$ cat config.mk
export PLATFORM = sky130hd
export DESIGN_NAME = seq_div_26by13
export DESIGN_NICKNAME = d
export VERILOG_FILES = /design/src/rtl/seq_div_26by13.sv
export SDC_FILE = /design/constraint.sdc
export NUM_CORES = 1
export LEC_CHECK = 0
export BUFFER_PORTS_ARGS = -buffer_cell sky130_fd_sc_hd__buf_4
export CORE_ASPECT_RATIO = 1.4
export CORE_MARGIN = 3
export CORE_UTILIZATION = 40
export CTS_BUF_LIST = sky130_fd_sc_hd__clkbuf_4
export DETAILED_ROUTE_END_ITERATION = 12
export PLACE_DENSITY = 0.66
export SLEW_MARGIN = 20
export SYNTH_ARGS = -nofsm -noshare
export SYNTH_HDL_FRONTEND = slang
export SYNTH_SLANG_ARGS = --single-unit
$ cat constraint.sdc
create_clock -name clk -period 3.2 [get_ports clk]
set_clock_uncertainty 0.15 [all_clocks]
set_input_delay 0.64 -clock clk [delete_from_list [all_inputs] [get_ports clk]]
set_output_delay 0.64 -clock clk [all_outputs]
set_load 0.03 [all_outputs]
$ cat src/rtl/seq_div_26by13.sv
// Iterative radix-2 restoring divider: 2W-bit dividend by W-bit divisor, one quotient bit per clock.
// Divide-by-zero and quotient overflow are flagged and finish in a single cycle.
module seq_div_26by13 #(
    parameter int W = 13
) (
    input  logic             clk,
    input  logic             rst,
    input  logic             in_valid,
    output logic             in_ready,
    input  logic [2*W-1:0]   y,
    input  logic [W-1:0]     b,
    output logic             out_valid,
    input  logic             out_ready,
    output logic [W-1:0]     q,
    output logic [W-1:0]     r,
    output logic             dz,
    output logic             ovf,
    output logic [1:0]       fsm_state
);

    localparam int CW = $clog2(W);

    typedef enum logic [1:0] {
        IDLE = 2'd0,
        BUSY = 2'd1,
        DONE = 2'd2
    } state_t;

    state_t          state;
    logic [W:0]      rem;
    logic [W-1:0]    dnd;
    logic [W-1:0]    dvs;
    logic [CW-1:0]   cnt;

    logic [W:0]      t;
    logic [W:0]      diff;
    logic            ge;
    logic [W:0]      rem_next;

    // One shift/compare/subtract step; rem stays below dvs so rem[W] is always 0.
    always_comb begin
        t        = {rem[W-1:0], dnd[W-1]};
        diff     = t - {1'b0, dvs};
        ge       = (t >= {1'b0, dvs});
        rem_next = ge ? diff : t;
    end

    assign in_ready  = (state == IDLE);
    assign out_valid = (state == DONE);
    assign fsm_state = state;

    // Handshakes: a transfer happens on an edge where valid and ready are both 1;
    // valid/data are sampled only then, and the result is held until out_ready.
    always_ff @(posedge clk) begin
        if (rst) begin
            state <= IDLE;
            rem   <= '0;
            dnd   <= '0;
            dvs   <= '0;
            cnt   <= '0;
            q     <= '0;
            r     <= '0;
            dz    <= 1'b0;
            ovf   <= 1'b0;
        end else begin
            case (state)
                IDLE: begin
                    if (in_valid) begin
                        if (b == '0) begin
                            q     <= '1;
                            r     <= y[W-1:0];
                            dz    <= 1'b1;
                            ovf   <= 1'b0;
                            state <= DONE;
                        end else if (y[2*W-1:W] >= b) begin
                            q     <= '1;
                            r     <= y[W-1:0];
                            dz    <= 1'b0;
                            ovf   <= 1'b1;
                            state <= DONE;
                        end else begin
                            rem   <= {1'b0, y[2*W-1:W]};
                            dnd   <= y[W-1:0];
                            dvs   <= b;
                            cnt   <= '0;
                            q     <= '0;
                            dz    <= 1'b0;
                            ovf   <= 1'b0;
                            state <= BUSY;
                        end
                    end
                end
                BUSY: begin
                    rem <= rem_next;
                    dnd <= {dnd[W-2:0], 1'b0};
                    q   <= {q[W-2:0], ge};
                    cnt <= cnt + 1'b1;
                    if (cnt == CW'(W - 1)) begin
                        r     <= rem_next[W-1:0];
                        state <= DONE;
                    end
                end
                DONE: begin
                    if (out_ready) begin
                        state <= IDLE;
                    end
                end
                default: state <= IDLE;
            endcase
        end
    end

endmodule
==> results of run 1 <==
-- registers in the layout, indices dropped and copies added, names as in the netlist --
| register | cells |
|---|---|
| r | 13 |
| cnt | 4 |
| ovf | 1 |
| dz | 1 |
| rem | 13 |
| fsm_state | 2 |
| q | 13 |
| dnd | 13 |
| dvs | 13 |
-- placed cells by master (no fill, tap or decap), drive strengths merged, types with 2 or more instances in the layout --
cell type  count
xor2           4
buf           88
and3           5
or2            4
o21a           4
nand3b         2
nand2         70
nor2          54
and4           2
nand4          6
nor3          19
a311oi        19
clkinv         4
nor2b          4
a211o          2
o31ai          3
dfxtp         73
o22ai          3
clkbuf         9
nand3         21
inv           34
bufinv         2
o211ai        12
o32ai          9
a211oi        21
xnor2          2
a21boi         4
o21ai         16
ha            28
nand2b         2
mux2i         16
a21o          10
a21oi         23
o2111ai        4
nor4           4
-- worst register-to-register path, stage by stage (launching register included) --
cell and delay, ns:
dfxtp_1 0.36, inv_1 0.07, ha_1 0.17, inv_1 0.06, fa_1 0.44, a21oi_2 0.19
o211ai_2 0.15, o211ai_2 0.29, and3_4 0.38, mux2i_1 0.32, o2111ai_1 0.18, a21oi_1 0.17
-- power by group through the flow --
stage / registers (uW) / clock network, uW / logic (uW)
2_1_floorplan: 1280 / 0 / 1100
3_3_place_gp: 1190 / 0 / 1650
3_5_place_dp: 1190 / 0 / 1680
4_1_cts: 1170 / 680 / 1690
5_1_grt: 1190 / 724 / 1870
6_report: 1170 / 666 / 1710
-- cell type report --
class,instances,area [um^2]
clock buffers,9,67.6
clock inverters,7,95.1
fillers,1031,5240
inverters,34,128
multi-input cells,387,2540
flip-flops and latches,73,1460
well taps,138,173
repair buffers,88,698
-- per-stage QoR --
stage	instances	hold WS, ns
after floorplan	526	0.298
after global placement	720	0.302
after detailed placement	720	0.305
after CTS	736	0.270
after global routing	736	0.286
final	736	0.290
-- metal layers --
layer  track usage  vias up  wire (um)
met5             0        -          0
met4        0.0802        0        267
met3        0.0468       21        836
met2         0.358      154       6180
met1         0.266     2009       5180
li1              -     2049          -
-- final timing paths --
| path | end | depth (start not counted) |
|---|---|---|
| max reg2reg | r[6] | 11 |
| min | dvs[10] | 3 |
| max | r[6] | 11 |
| min reg2reg | ovf | 2 |
-- timing repair --
action / 4_1_cts / 5_1_grt
resized for setup: 0 / 1
endpoints found under the setup margin: 0 / 1
buffers inserted: 0 / 0
-- cells by family (layout without fill, tap and decap cells) --
kind of cell,Yosys count,after routing,synth area share
AO/OA/AOI/OAI,140,140,0.247
XOR/XNOR,6,6,0.0123
adder cells (fa/ha/maj),29,29,0.0864
buffers and inverters,66,138,0.0686
flip-flops,73,73,0.341
multiplexers,16,16,0.0374
AND/OR/NAND/NOR,196,196,0.207
==> run metrics, run 1 <==
count of state elements after synthesis 73; Setup-failing EPs final 0; EDFF count, synth 0; CP max FO 13; cell row count 44; Final Slew Violations 0; Core Area about 10000 um^2; antenna-violating nets left 0; synth unique cells 62; CP Launch Type flip-flop; WP data required 3.44 ns; diodes inserted 0; Die ar. 12000 um^2; GRT Overall Usage 0.213; # hold bufs at CTS 0; Layout Cell Area excl Fill 5170 um^2; crit path buf inv count 2; DRC viols 0; internal power 2040 uW; CP startpoint dnd[12]; sequential power share 0.331; share of the synthesized area in the top cell type 0.341; slew margin rel. 0.280; P_leak 0.00224 uW; post-route setup TNS 0 ns; routed vias/inst approximately 5.8; drt wl/cell 16.9 um; synth warn 0; clock buffer depth 2; layout cells sized above 1 0.211; CTS tree yes; Switching Power 1510 uW; most frequent cells after synthesis dfxtp_1 (73), nand2_1 (69), nor2_1 (54); RSZ-0062 raised after global routing no; Clk pin slew, worst setup/hold paths ~0.12 ns; Hold Vio Cnt, Final 0; largest area contributor in the netlist dfxtp_1; syn_nets 598; internal reg-to-reg setup slack 0.21 ns; outcome finished, final reports clean; Syn Area/Cell about 8.1 um^2; worst r2r src dnd[12]; Seq/Total Area, Yosys 0.341; critical path class reg2reg; Sw Ratio 0.426; final core occ 0.497; vias in the first global route 4038; starting density of the core 0.412; Critical Path AT 3.23 ns; # IOs 75; CP endpoint kind flip-flop; CP delay by family, top compound AO/OA/AOI/OAI gates; H-tree depth 3; Final nets 665; Die H 128 um; count leader, synth dfxtp_1; Post-DP HPWL between 9 and 10 mm; post-route setup slack 0.212 ns; Comb pwr share 0.481; Final Critical Period 2.99 ns; max cap viols 0; Clk Latency, worst-skew pair around 0.45 ns; DIE WIDTH 93.5 um; global-route wire length before repair 20.1 mm; fin crit share 0.934; CTS buffer count 9; Area Overhead vs Synth 20.6%; predominant post-synthesis flop cell dfxtp_1; DRT iter0 DRCs around 260; FFs w/ async S/R, synth 0; Pwr Total ~3500 uW; CTS root buf clkbuf_4; gr ovfl total 0; Sink Count 73; via count 4233; Mapped Cells 526; crit path max-delay cell type fa_1; drt pass-1 iters 5; largest net degree at the start of global routing 62; I/O Buffers 74; GP Congestion about 0.90; Clock Power Share 0.188; synthesized area 4280 um^2; synth top area cells dfxtp_1 (34%), ha_1 (8.2%), nand2_1 (6.0%), nor2_1 (4.7%), a311oi_1 (3.9%); f_max 0.335 GHz; Cell Pwr Density between 600 and 700 nW/um^2; Placed Instance Area ~5000 um^2; HP Start b[10]; maximum vdd ir drop about 0.31 mV; CP Cell Sequence inv_1 > ha_1 > inv_1 > fa_1 > a21oi_2 > o211ai_2 > o211ai_2 > and3_4 > mux2i_1 > o2111ai_1 > a21oi_1; DRT Wirelength 12.5 mm; initial antenna violation count 0; Slew @ Worst Pin 1.08 ns; Hold WC Path Type in2reg; critical path's largest stage delay between 0.4 and 0.5 ns; Placement Setup Slack 0.0517 ns
No activity file was read; power rests on OpenSTA's default activity.
==> run 2, diff against run 1 <==
CTS_CLUSTER_SIZE = 12   (was not set)
PLACE_DENSITY = 0.69   (was 0.66)
clock period = 2.6 ns   (was 3.2 ns; I/O delays follow)
==> run 2 against run 1 <==
  * The run now ends with setup timing left
  * Clock-buffer cell count did not move
  * Largest power group unchanged
  * Combinational power rose by 63%
  * Critical endpoint is now r[12]
  * Maximum frequency rose by 12%
  * Register-to-register slack got worse by 0.28 ns
  * Clock power rose by 18%
  * Non-clock buffer count rose by 53
  * Flip-flop and latch count did not move
  * Die area did not move
  * Worst setup slack got worse by 0.28 ns
  * Via count rose by 5.9%
==> run metrics, run 2 (synthesis gave the netlist of run 1 again) <==
fin crit share 1.02 (+0.0913); layout cells sized above 1 0.328 (+0.118); routed vias/inst 5.67 (-1.4%); cell row count 44 (unchanged); f_max 0.375 GHz (+12%); vias in the first global route 4317 (+6.9%); initial antenna violation count 0 (unchanged); Clk pin slew, worst setup/hold paths 0.12 ns (about the same); max cap viols 0 (unchanged); Comb pwr share 0.555 (+0.074); HP Start b[4]; Final Slew Violations 0 (unchanged); DIE WIDTH 93.5 um (unchanged); antenna-violating nets left 0 (unchanged); Placed Instance Area 5390 um^2 (+7.7%); WP data required 2.76 ns (-0.68 ns); final core occ 0.562 (+0.0655); CP startpoint dvs[0]; commonest non-fill, non-tap cell in the layout buf_4; post-route setup slack -0.0648 ns (-0.277 ns); CP Launch Type flip-flop; GRT Overall Usage 0.223 (+0.0101); DRC viols 0 (unchanged); most used cells in the layout excluding fill and tap cells buf_4 (132), dfxtp_1 (71), nand2_1 (63), nor2_1 (53), inv_1 (32); P_leak 0.00256 uW (+14%); worst r2r src dvs[0]; Core Area 10400 um^2 (unchanged); CP endpoint kind flip-flop; Area Overhead vs Synth 36.5%; # IOs 75 (unchanged); outcome finished with violations; internal power 2910 uW (+43%); sequential power share 0.288 (-0.043); # hold bufs at CTS 0 (unchanged); drt wl/cell 17.3 um (+2.1%); CTS tree yes; critical path class reg2reg; fill count 980 (-4.9%); Layout Cell Area excl Fill 5850 um^2 (+13%); Setup-failing EPs final 4 (+4); gr ovfl total 0 (unchanged); DRT iter0 DRCs 299 (+14%); Hold Vio Cnt, Final 0 (unchanged); Post-DP HPWL 9.92 mm (+5.0%); Die ar. 12000 um^2 (unchanged); Hold WC Path Type in2reg; maximum vdd ir drop 0.329 mV (+7.0%); Switching Power 2110 uW (+40%); DRT Wirelength 13.7 mm (+9.7%); Cell Pwr Density 858 nW/um^2 (+25%); Final Critical Period 2.66 ns (-0.323 ns); Sw Ratio 0.420 (-0.00557); Die H 128 um (unchanged); Final nets 719 (+8.1%); global-route wire length before repair 21.2 mm (+5.8%); CP max FO 2 (-11); Clk Latency, worst-skew pair 0.43 ns (-0.02 ns); via count 4484 (+5.9%); Sink Count 73 (unchanged); H-tree depth 3 (unchanged); largest net degree at the start of global routing 59 (-4.8%); clock buffer depth 2 (unchanged); slew margin rel. 0.390 (+0.110); I/O Buffers 74 (unchanged); CTS root buf clkbuf_4; GP Congestion 0.939 (+4.3%); Critical Path AT 2.83 ns (-0.40 ns); CTS buffer count 9 (unchanged); Clock Power Share 0.157 (-0.031); drt pass-1 iters 5 (unchanged); post-route setup TNS -0.128 ns (-0.128 ns); starting density of the core 0.412 (unchanged); failing checks setup timing; RSZ-0062 raised after global routing yes; Slew @ Worst Pin 0.906 ns (-0.175 ns)
## run 2: changes by cell type in the layout (fill, tap and decap cells not counted), moves of 5 or more
cell / change
ha_1: -5
nand2_1: -6
buf_4: +47
o32ai_2: +7
o32ai_1: -7
nand2_2: +6
## run 2: timing repair
item	CTS	global route
gates cloned	1	0
pin swaps	6	25
gates resized for setup	11	41
buffers inserted	1	4
endpoints found under the setup margin	23	26
## run 2: power by group through the flow
stage / Clock [uW] / Combinational (uW) / Sequential [uW]
after global routing: 848 / 2990 / 1470
final: 789 / 2790 / 1450
after global placement: 0 / 2310 / 1460
after CTS: 805 / 2510 / 1440
after detailed placement: 0 / 2350 / 1460
after floorplan: 0 / 1360 / 1580
## run 2: layout make-up
| cell class | instances | area [um^2] | share of cell area |
|---|---|---|---|
| antenna | 1 | 2.50 | 0.000428 |
| clock inverter | 7 | 85.1 | 0.0145 |
| inverter | 34 | 128 | 0.0218 |
| timing repair buffer | 141 | 1140 | 0.196 |
| sequential | 73 | 1460 | 0.250 |
| clock buffer | 9 | 67.6 | 0.0116 |
| multi-input combinational | 388 | 2790 | 0.476 |
| tap | 138 | 173 | 0.0295 |
## run 2: path summary, 6_finish.rpt
| path | slack, ns | end | cells after the start |
|---|---|---|---|
| worst max-delay path | -0.06 | r[12] | 12 |
| worst min-delay path | 0.18 | dvs[4] | 3 |
| worst max register to register | -0.06 | r[12] | 12 |
| worst min register to register | 0.31 | ovf | 2 |
## run 2: critical path, stage by stage (launching register included)
cell	delay [ns]
dfxtp_2	0.39
ha_4	0.15
inv_2	0.04
fa_2	0.38
buf_6	0.13
a21o_1	0.20
a21oi_4	0.22
o41ai_4	0.11
buf_4	0.16
a311oi_2	0.27
o31ai_4	0.09
a21boi_1	0.16
o2bb2ai_1	0.08
## run 2: through the flow
stage	total power, uW	cells	hold WS (ns)	setup WS (ns)
CTS	4760	786	0.169	0.0130
global route	5310	790	0.187	-0.159
finish	5020	791	0.185	-0.0648
global placement	3760	768	0.296	-0.261
floorplan	2940	526	0.298	0.0374
detailed placement	3810	768	0.298	-0.307
## run 2: per-layer routing
| layer | global-route usage | share of wire | up-vias |
|---|---|---|---|
| met5 | 0 | 0 | - |
| met2 | 0.396 | 0.52 | 147 |
| met1 | 0.269 | 0.40 | 2144 |
| li1 | - | - | 2163 |
| met3 | 0.0345 | 0.048 | 30 |
| met4 | 0.0854 | 0.025 | 0 |
